--- config.mk ---
export PLATFORM = sky130hd
export DESIGN_NAME = top_control_s_axi
export DESIGN_NICKNAME = d
export VERILOG_FILES = /design/src/rtl/top_control_s_axi.sv
export SDC_FILE = /design/constraint.sdc
export NUM_CORES = 1
export LEC_CHECK = 0
export ABC_AREA = 1
export CELL_PAD_IN_SITES_DETAIL_PLACEMENT = 2
export CELL_PAD_IN_SITES_GLOBAL_PLACEMENT = 2
export CORE_MARGIN = 5
export CORE_UTILIZATION = 36
export DETAILED_ROUTE_END_ITERATION = 16
export DONT_BUFFER_PORTS = 1
export PLACE_DENSITY = 0.87
export SLEW_MARGIN = 40
export SYNTH_ARGS = -nofsm -noshare
export SYNTH_HDL_FRONTEND = slang
export SYNTH_SLANG_ARGS = --single-unit
--- constraint.sdc ---
create_clock -name ap_clk -period 1.7 [get_ports ap_clk]
set_input_delay 0.17 -clock ap_clk [delete_from_list [all_inputs] [get_ports ap_clk]]
set_output_delay 0.17 -clock ap_clk [all_outputs]
set_load 0.01 [all_outputs]
--- src/rtl/top_control_s_axi.sv ---
// top_control_s_axi: AXI4-Lite control register file for the kernel top.
// Holds the two 64-bit buffer pointers, the ap_start level and the sticky
// ap_done status, and reports the live ap_idle level.
// Optional build macro CTRL_IRQ_EN adds GIE/IER/ISR and the interrupt output.
// Without the macro those registers read 0 and ignore writes.
// Map (byte address, low two bits ignored; 0x20 and above unmapped):
//   0x00 CTRL  bit0 ap_start (write-1-set), bit1 ap_done (sticky, clear-on-read),
//              bit2 ap_idle (live)
//   0x04 GIE   0x08 IER   0x0C ISR (toggle-on-write-1)
//   0x10/0x14 ptr0 low/high   0x18/0x1C ptr1 low/high
module top_control_s_axi #(
  parameter int C_S_AXI_ADDR_WIDTH = 6,
  parameter int C_S_AXI_DATA_WIDTH = 32
) (
  input  logic                          ap_clk,
  input  logic                          ap_rst_n,
  input  logic                          s_axi_control_awvalid,
  output logic                          s_axi_control_awready,
  input  logic [C_S_AXI_ADDR_WIDTH-1:0] s_axi_control_awaddr,
  input  logic                          s_axi_control_wvalid,
  output logic                          s_axi_control_wready,
  input  logic [C_S_AXI_DATA_WIDTH-1:0] s_axi_control_wdata,
  input  logic [3:0]                    s_axi_control_wstrb,
  output logic                          s_axi_control_bvalid,
  input  logic                          s_axi_control_bready,
  output logic [1:0]                    s_axi_control_bresp,
  input  logic                          s_axi_control_arvalid,
  output logic                          s_axi_control_arready,
  input  logic [C_S_AXI_ADDR_WIDTH-1:0] s_axi_control_araddr,
  output logic                          s_axi_control_rvalid,
  input  logic                          s_axi_control_rready,
  output logic [C_S_AXI_DATA_WIDTH-1:0] s_axi_control_rdata,
  output logic [1:0]                    s_axi_control_rresp,
  output logic                          ap_start,
  input  logic                          ap_idle,
  input  logic                          ap_done,
  output logic [63:0]                   axi00_ptr0,
  output logic [63:0]                   axi00_ptr1
`ifdef CTRL_IRQ_EN
  ,
  output logic                          interrupt
`endif
);

  localparam int WW = C_S_AXI_ADDR_WIDTH - 2;

  localparam logic [WW-1:0] A_CTRL  = WW'(0);
  localparam logic [WW-1:0] A_GIE   = WW'(1);
  localparam logic [WW-1:0] A_IER   = WW'(2);
  localparam logic [WW-1:0] A_ISR   = WW'(3);
  localparam logic [WW-1:0] A_P0_LO = WW'(4);
  localparam logic [WW-1:0] A_P0_HI = WW'(5);
  localparam logic [WW-1:0] A_P1_LO = WW'(6);
  localparam logic [WW-1:0] A_P1_HI = WW'(7);

  typedef enum logic [1:0] {WRIDLE, WRDATA, WRRESP} wstate_t;
  typedef enum logic       {RDIDLE, RDDATA}         rstate_t;

  wstate_t       wstate, wnext;
  rstate_t       rstate, rnext;
  logic [WW-1:0] wword;
  logic [WW-1:0] rword;
  logic          wr_fire;
  logic          rd_fire;
  logic [31:0]   wmask;
  logic [31:0]   rmux;
  logic          start_q;
  logic          done_q;
  logic          start_set;
  logic          unused_addr_lsbs;

  assign unused_addr_lsbs = ^{s_axi_control_awaddr[1:0], s_axi_control_araddr[1:0]};

  assign wr_fire   = (wstate == WRDATA) && s_axi_control_wvalid;
  assign rd_fire   = (rstate == RDIDLE) && s_axi_control_arvalid;
  assign rword     = s_axi_control_araddr[C_S_AXI_ADDR_WIDTH-1:2];
  assign wmask     = {{8{s_axi_control_wstrb[3]}}, {8{s_axi_control_wstrb[2]}},
                      {8{s_axi_control_wstrb[1]}}, {8{s_axi_control_wstrb[0]}}};
  assign start_set = wr_fire && (wword == A_CTRL) && s_axi_control_wstrb[0]
                     && s_axi_control_wdata[0];

  assign s_axi_control_bresp = 2'b00;
  assign s_axi_control_rresp = 2'b00;
  assign ap_start            = start_q;

  function automatic logic [31:0] merge(input logic [31:0] old_v,
                                        input logic [31:0] new_v,
                                        input logic [31:0] mask);
    return (old_v & ~mask) | (new_v & mask);
  endfunction

  // Write FSM state register
  always_ff @(posedge ap_clk or negedge ap_rst_n) begin
    if (!ap_rst_n) wstate <= WRIDLE;
    else           wstate <= wnext;
  end

  // Write FSM next state
  always_comb begin
    wnext = wstate;
    case (wstate)
      WRIDLE:  if (s_axi_control_awvalid) wnext = WRDATA;
      WRDATA:  if (s_axi_control_wvalid)  wnext = WRRESP;
      WRRESP:  if (s_axi_control_bready)  wnext = WRIDLE;
      default: wnext = WRIDLE;
    endcase
  end

  // Write FSM handshake outputs
  always_comb begin
    s_axi_control_awready = 1'b0;
    s_axi_control_wready  = 1'b0;
    s_axi_control_bvalid  = 1'b0;
    case (wstate)
      WRIDLE:  s_axi_control_awready = 1'b1;
      WRDATA:  s_axi_control_wready  = 1'b1;
      WRRESP:  s_axi_control_bvalid  = 1'b1;
      default: ;
    endcase
  end

  // Latch the write word address on the AW handshake
  always_ff @(posedge ap_clk or negedge ap_rst_n) begin
    if (!ap_rst_n) wword <= '0;
    else if ((wstate == WRIDLE) && s_axi_control_awvalid)
      wword <= s_axi_control_awaddr[C_S_AXI_ADDR_WIDTH-1:2];
  end

  // Read FSM state register
  always_ff @(posedge ap_clk or negedge ap_rst_n) begin
    if (!ap_rst_n) rstate <= RDIDLE;
    else           rstate <= rnext;
  end

  // Read FSM next state
  always_comb begin
    rnext = rstate;
    case (rstate)
      RDIDLE:  if (s_axi_control_arvalid) rnext = RDDATA;
      RDDATA:  if (s_axi_control_rready)  rnext = RDIDLE;
      default: rnext = RDIDLE;
    endcase
  end

  // Read FSM handshake outputs
  always_comb begin
    s_axi_control_arready = (rstate == RDIDLE);
    s_axi_control_rvalid  = (rstate == RDDATA);
  end

  // Buffer pointers, byte-masked writes, accepted at any time
  always_ff @(posedge ap_clk or negedge ap_rst_n) begin
    if (!ap_rst_n) begin
      axi00_ptr0 <= '0;
      axi00_ptr1 <= '0;
    end else if (wr_fire) begin
      case (wword)
        A_P0_LO: axi00_ptr0[31:0]  <= merge(axi00_ptr0[31:0],  s_axi_control_wdata, wmask);
        A_P0_HI: axi00_ptr0[63:32] <= merge(axi00_ptr0[63:32], s_axi_control_wdata, wmask);
        A_P1_LO: axi00_ptr1[31:0]  <= merge(axi00_ptr1[31:0],  s_axi_control_wdata, wmask);
        A_P1_HI: axi00_ptr1[63:32] <= merge(axi00_ptr1[63:32], s_axi_control_wdata, wmask);
        default: ;
      endcase
    end
  end

  // ap_start: a set-write beats a same-cycle ap_done
  always_ff @(posedge ap_clk or negedge ap_rst_n) begin
    if (!ap_rst_n)     start_q <= 1'b0;
    else if (start_set) start_q <= 1'b1;
    else if (ap_done)   start_q <= 1'b0;
  end

  // Sticky done: a new ap_done beats the clear from a CTRL read
  always_ff @(posedge ap_clk or negedge ap_rst_n) begin
    if (!ap_rst_n)                         done_q <= 1'b0;
    else if (ap_done)                      done_q <= 1'b1;
    else if (rd_fire && (rword == A_CTRL)) done_q <= 1'b0;
  end

`ifdef CTRL_IRQ_EN
  logic gie_q;
  logic ier_q;
  logic isr_q;
  logic irq_q;

  assign interrupt = irq_q;

  // Interrupt enables and status; ap_done capture beats a toggle-write
  always_ff @(posedge ap_clk or negedge ap_rst_n) begin
    if (!ap_rst_n) begin
      gie_q <= 1'b0;
      ier_q <= 1'b0;
      isr_q <= 1'b0;
      irq_q <= 1'b0;
    end else begin
      if (wr_fire && (wword == A_GIE) && s_axi_control_wstrb[0]) gie_q <= s_axi_control_wdata[0];
      if (wr_fire && (wword == A_IER) && s_axi_control_wstrb[0]) ier_q <= s_axi_control_wdata[0];
      if (ier_q && ap_done)
        isr_q <= 1'b1;
      else if (wr_fire && (wword == A_ISR) && s_axi_control_wstrb[0] && s_axi_control_wdata[0])
        isr_q <= ~isr_q;
      irq_q <= gie_q & isr_q;
    end
  end
`endif

  // Read data multiplexer
  always_comb begin
    rmux = '0;
    case (rword)
      A_CTRL:  rmux = {29'd0, ap_idle, done_q, start_q};
`ifdef CTRL_IRQ_EN
      A_GIE:   rmux = {31'd0, gie_q};
      A_IER:   rmux = {31'd0, ier_q};
      A_ISR:   rmux = {31'd0, isr_q};
`endif
      A_P0_LO: rmux = axi00_ptr0[31:0];
      A_P0_HI: rmux = axi00_ptr0[63:32];
      A_P1_LO: rmux = axi00_ptr1[31:0];
      A_P1_HI: rmux = axi00_ptr1[63:32];
      default: rmux = '0;
    endcase
  end

  // Registered read data, captured on the AR handshake and held until rready
  always_ff @(posedge ap_clk or negedge ap_rst_n) begin
    if (!ap_rst_n)    s_axi_control_rdata <= '0;
    else if (rd_fire) s_axi_control_rdata <= rmux;
  end

endmodule

==> flow_summary.json, run 1 <==
{
  "cts_buffers": 17,
  "r2r_slack_ps": 100,
  "drc": 0,
  "port_buffers": 0,
  "dpl.hpwl_mm": 18.2,
  "yosysWarnings": 0,
  "rows": 53,
  "first_pass_iters": 4,
  "gr-total-overflow": 0,
  "path_clk_slew_ps": 70,
  "grt_pass1_wl_mm": 43.2,
  "setup_ws_ps": 102,
  "syn_area_per_cell_um2": 8.67,
  "grt_antenna_before_repair": 1,
  "die_h_um": 155,
  "cts_buffer_depth": 2,
  "worst-path-stages": 8,
  "grt_pass1_vias": 7336,
  "hold_viol_final": 169,
  "status": "complete, but fails checks",
  "ios": 227,
  "hold_ws_ps": -563,
  "core_um2": 20800,
  "grt_max_degree": 170,
  "cts_tree": "built",
  "rsz0062_at_grt": "false",
  "avgRoutedWirePerCell_um": 22.9,
  "dieArea_um2": 24000,
  "n_fill_cell": 2288,
  "maxClockFrequency_ghz": 0.626,
  "crit_buf_inv": 3,
  "dp.cells": 1122,
  "cp_max_fo": 16,
  "cpLargestDelayFamily": "buffers and inverters",
  "yosysUniqueCellTypes": 27,
  "min_period_over_period_pct": 94.0,
  "power.leakage_uw": 0.00448,
  "drtAntennaViolNets": 0,
  "power_density_nw_per_um2": 1440,
  "via_per_inst": 5.37,
  "finalPower_uw": 13100,
  "fp.dieW_um": 155,
  "reg2reg_depth": 8,
  "htreeDepth": 4,
  "ctsHoldBuffers": 40,
  "min_period_ps": 1600,
  "max_stage_delay_ps": 390,
  "syn_area_um2": 7550,
  "pre_cts_ws_ps": -79.2,
  "ir_drop_v": 0.000679,
  "crit_path_end_kind": "flop",
  "track_usage_pct": 23.1,
  "area_growth_pct": 20.3,
  "final_cell_mix": "nand2_1, dfrtp_1, nand3_1",
  "crit_chain": "inv_1, nand2_2, nor2_8, buf_4, nand3_1, buf_4, nand2_1, o21ai_0",
  "min_path_type": "input port to async pin",
  "cts_sinks": 169,
  "r2r-start": "wstate[1]",
  "seq_area_frac_synth_pct": 56.0,
  "final_cell_count_no_fill": 1206,
  "synth_cells": 870,
  "cp-start-kind": "flop",
  "critPathKind": "flop to flop",
  "cap_violations": 0,
  "crit_top_cell": "buf_4",
  "num_vias": 6481,
  "critical_path_arrival_ps": 1900,
  "crit_slowest_cell": "dfrtp_1",
  "nets": 976,
  "drv_slew": 0,
  "crit_start": "wstate[1]",
  "drive_above_1_share_pct": 12.5,
  "clk_latency_ps": 430,
  "finalClockSkew_ps": 13.9,
  "utilization_pct": 43.6,
  "ctsRootBufferMaster": "clkbuf_16",
  "required_ps": 2000,
  "routed_wl_mm": 27.7,
  "start_util_pct": 36.2,
  "drt_iter0_markers": 250,
  "ys_ff_latch": 169,
  "layout_commonest_cell": "nand2_1",
  "n_antenna_cell": 0,
  "violations": "hold timing",
  "final-setup-viol-count": 0,
  "gp_congestion": 0.770
}
## logic make-up after synthesis
| kind of cell | synth area share [%] |
|---|---|
| flops | 56.0 |
| mux | 0.149 |
| other cells | 0.0497 |
| simple gates | 25.9 |
| buf+inv | 5.77 |
| compound gates | 12.1 |
## per-stage QoR
step | setup TNS, ps | instance area (um^2)
CTS | -1220 | 8970
global route | 0 | 9080
global placement | 0 | 7920
finish | 0 | 9080
floorplan | 0 | 7560
detailed placement | -1050 | 7920
## worst min-delay path by stage
stage	start	to	depth (start not counted)
after floorplan	ap_rst_n	async pin	0
after global placement	ap_rst_n	async pin	0
after detailed placement	ap_rst_n	async pin	0
after CTS	ap_rst_n	async pin	0
after global routing	ap_rst_n	async pin	0
final	ap_rst_n	async pin	0
## final cells by class
class	count	area [um^2]	area share, %
Sequential cell	169	4230	46.6
Timing Repair Buffer	76	758	8.35
Tap cell	275	344	3.79
Clock inverter	12	140	1.54
Inverter	47	179	1.97
Multi-Input combinational cell	608	2980	32.8
Clock buffer	19	453	4.99
## metal layers
metal	share of wire (%)	wire, um	GRT usage (%)	up-vias
li1	-	-	-	2941
met1	39	10800	26.9	3334
met2	52	14500	41.3	176
met3	7.1	1950	7.72	28
met4	1.4	383	5.38	2
met5	0.025	7	0	-
## repair_timing
action | 4_1_cts | 5_1_grt
gates resized for setup | 2 | 5
cloned | 0 | 0
hold endpoints to repair | 282 | 169
setup endpoints to repair | 42 | 88
setup buffers | 4 | 9
pin swaps | 1 | 3
## worst reg2reg max path, stage by stage (launching register included)
cell,delay (ps)
dfrtp_1,390
inv_1,100
nand2_2,110
nor2_8,210
buf_4,170
nand3_1,80
buf_4,220
nand2_1,90
o21ai_0,100
## where the power goes
group	switching, uW	internal (uW)	total (uW)
registers	1780	5110	6890
clock network	1770	2260	4030
logic	1290	907	2200
total	4850	8270	13100
## cells in the mapped netlist (all sizes together)
master	count	area, um^2
dfrtp	169	4230
a21oi	3	15.0
mux2	1	11.3
inv	47	179
o21bai	2	15.0
nor2	15	72.6
or2	1	6.26
nor3	5	70.1
nand2	298	1130
buf	26	170
o21ai	161	885
conb	1	3.75
nand3	118	676
clkbuf	23	86.3
Note: power is estimated with default switching activity, not from simulation.
==> run 2, diff against run 1 <==
- CORE_ASPECT_RATIO: not set -> 1.75
==> flow_summary.json, run 2 (synthesized netlist as in run 1, its figures left out) <==
{
  "start_util_pct": 36.4,
  "clk_latency_ps": 440,
  "tightestPinTransition_ps": 514,
  "cp-start-kind": "flop",
  "gp_congestion": 0.789,
  "drc": 0,
  "ir_drop_v": 0.000649,
  "ctsRootBufferMaster": "clkbuf_16",
  "routed_wl_mm": 29.3,
  "finalPower_uw": 13400,
  "cp_max_fo": 16,
  "hold_viol_final": 169,
  "track_usage_pct": 24.7,
  "final_cell_mix": "nand2_1, dfrtp_1, nand3_1",
  "power_density_nw_per_um2": 1470,
  "maxClockFrequency_ghz": 0.618,
  "crit_top_cell": "buf_4",
  "fp.dieW_um": 119,
  "timing.setup.tns_ps": 0,
  "final-setup-viol-count": 0,
  "min_path_type": "input port to async pin",
  "crit_path_end_kind": "flop",
  "area_growth_pct": 20.7,
  "drv_slew": 0,
  "dieArea_um2": 24100,
  "critPathKind": "flop to flop",
  "layout_commonest_cell": "nand2_1",
  "grt_pass1_wl_mm": 45.3,
  "stdcell_area_um2": 9110,
  "cts_buffer_depth": 2,
  "n_fill_cell": 2245,
  "crit_chain": "inv_1, nand2_2, nor2_8, buf_12, buf_4, nand3_2, buf_4, nand2_1, o21ai_0",
  "cap_violations": 0,
  "cts_sinks": 169,
  "cts_buffers": 17,
  "required_ps": 2010,
  "core_um2": 20800,
  "avgRoutedWirePerCell_um": 24.8,
  "min_period_ps": 1620,
  "crit_slowest_cell": "dfrtp_1",
  "drtAntennaViolNets": 0,
  "path_clk_slew_ps": 60,
  "ctsHoldBuffers": 40,
  "port_buffers": 0,
  "violations": "hold timing",
  "grt_pass1_vias": 7617,
  "dpl.hpwl_mm": 19.2,
  "max_stage_delay_ps": 380,
  "place_area_um2": 7940,
  "cts_tree": "built",
  "first_pass_iters": 4,
  "drt_iter0_markers": 243,
  "die_h_um": 202,
  "power.leakage_uw": 0.00452,
  "finalClockSkew_ps": 7.84,
  "num_vias": 6639,
  "status": "complete, but fails checks",
  "via_per_inst": 5.61,
  "htreeDepth": 4,
  "drive_above_1_share_pct": 12.2,
  "grt_antenna_before_repair": 1,
  "nets": 977,
  "ios": 227,
  "critical_path_arrival_ps": 1930,
  "min_period_over_period_pct": 95.2,
  "slew_headroom_pct": 65.6,
  "hold_ws_ps": -576,
  "utilization_pct": 43.9,
  "grt_max_degree": 170,
  "rows": 70,
  "gr-total-overflow": 0
}
-- run 2: changes by cell type in the layout (fill, tap and decap cells not counted), sizes merged --
cell / before / now
clkinv: 1 / 2
bufinv: 2 / 4
clkbuf: 19 / 23
clkinvlp: 5 / 1
inv: 51 / 47
buf: 36 / 37
diode: 0 / 1
-- run 2: what timing repair did --
item,CTS,global route
pin swaps,1,3
buffers inserted,0,9
endpoints found under the setup margin,28,102
gates resized for setup,3,7
endpoints found under the hold margin,288,169
-- run 2: report_power, final --
group | switching [uW] | leakage (uW) | internal [uW] | total (uW)
Sequential | 1840 | 0.00231 | 5110 | 6940
Clock | 1610 | 0.000299 | 2560 | 4170
Combinational | 1350 | 0.00191 | 912 | 2260
Total | 4800 | 0.00452 | 8580 | 13400
-- run 2: layer usage --
layer | GRT usage [%] | vias to the layer above | routed length, um
met5 | 0 | - | 0
met1 | 24.8 | 3432 | 10300
li1 | - | 2946 | -
met3 | 7.31 | 60 | 1790
met4 | 10.4 | 0 | 966
met2 | 46.5 | 201 | 16300
-- run 2: critical path: cells and delay by family, from the launching register on --
family	cells	cell delay [ps]
DFF	1	380
AOI/OAI and AO/OA	1	90
and+or+nand+nor	4	410
buffers and inverters	4	590
-- run 2: stage by stage --
stage / worst slack, ps / cells
global placement: 33.2 / 1104
finish: 80.9 / 1184
detailed placement: -54.6 / 1104
global route: -8.32 / 1184
CTS: -82.2 / 1174
floorplan: 220 / 873
-- run 2: area by class of cell --
type | count | area, um^2 | share of cell area [%]
timing repair buffer | 77 | 791 | 8.68
sequential | 169 | 4230 | 46.4
clock inverter | 7 | 141 | 1.55
inverter | 47 | 179 | 1.96
multi-input combinational | 608 | 2970 | 32.6
tap | 252 | 315 | 3.46
antenna | 1 | 2.50 | 0.0275
clock buffer | 23 | 478 | 5.25
-- run 2: final timing paths --
path,from,end,slack [ps],cells after the start
max in group asynchronous,ap_rst_n,async pin,1990,0
worst max-delay path,wstate[1],flop,80,9
worst min register to register,done_q,done_q,520,2
worst min-delay path,ap_rst_n,async pin,-580,0
worst max register to register,wstate[1],flop,80,9
min in group ap_clk,s_axi_control_wstrb[2],flop,20,2
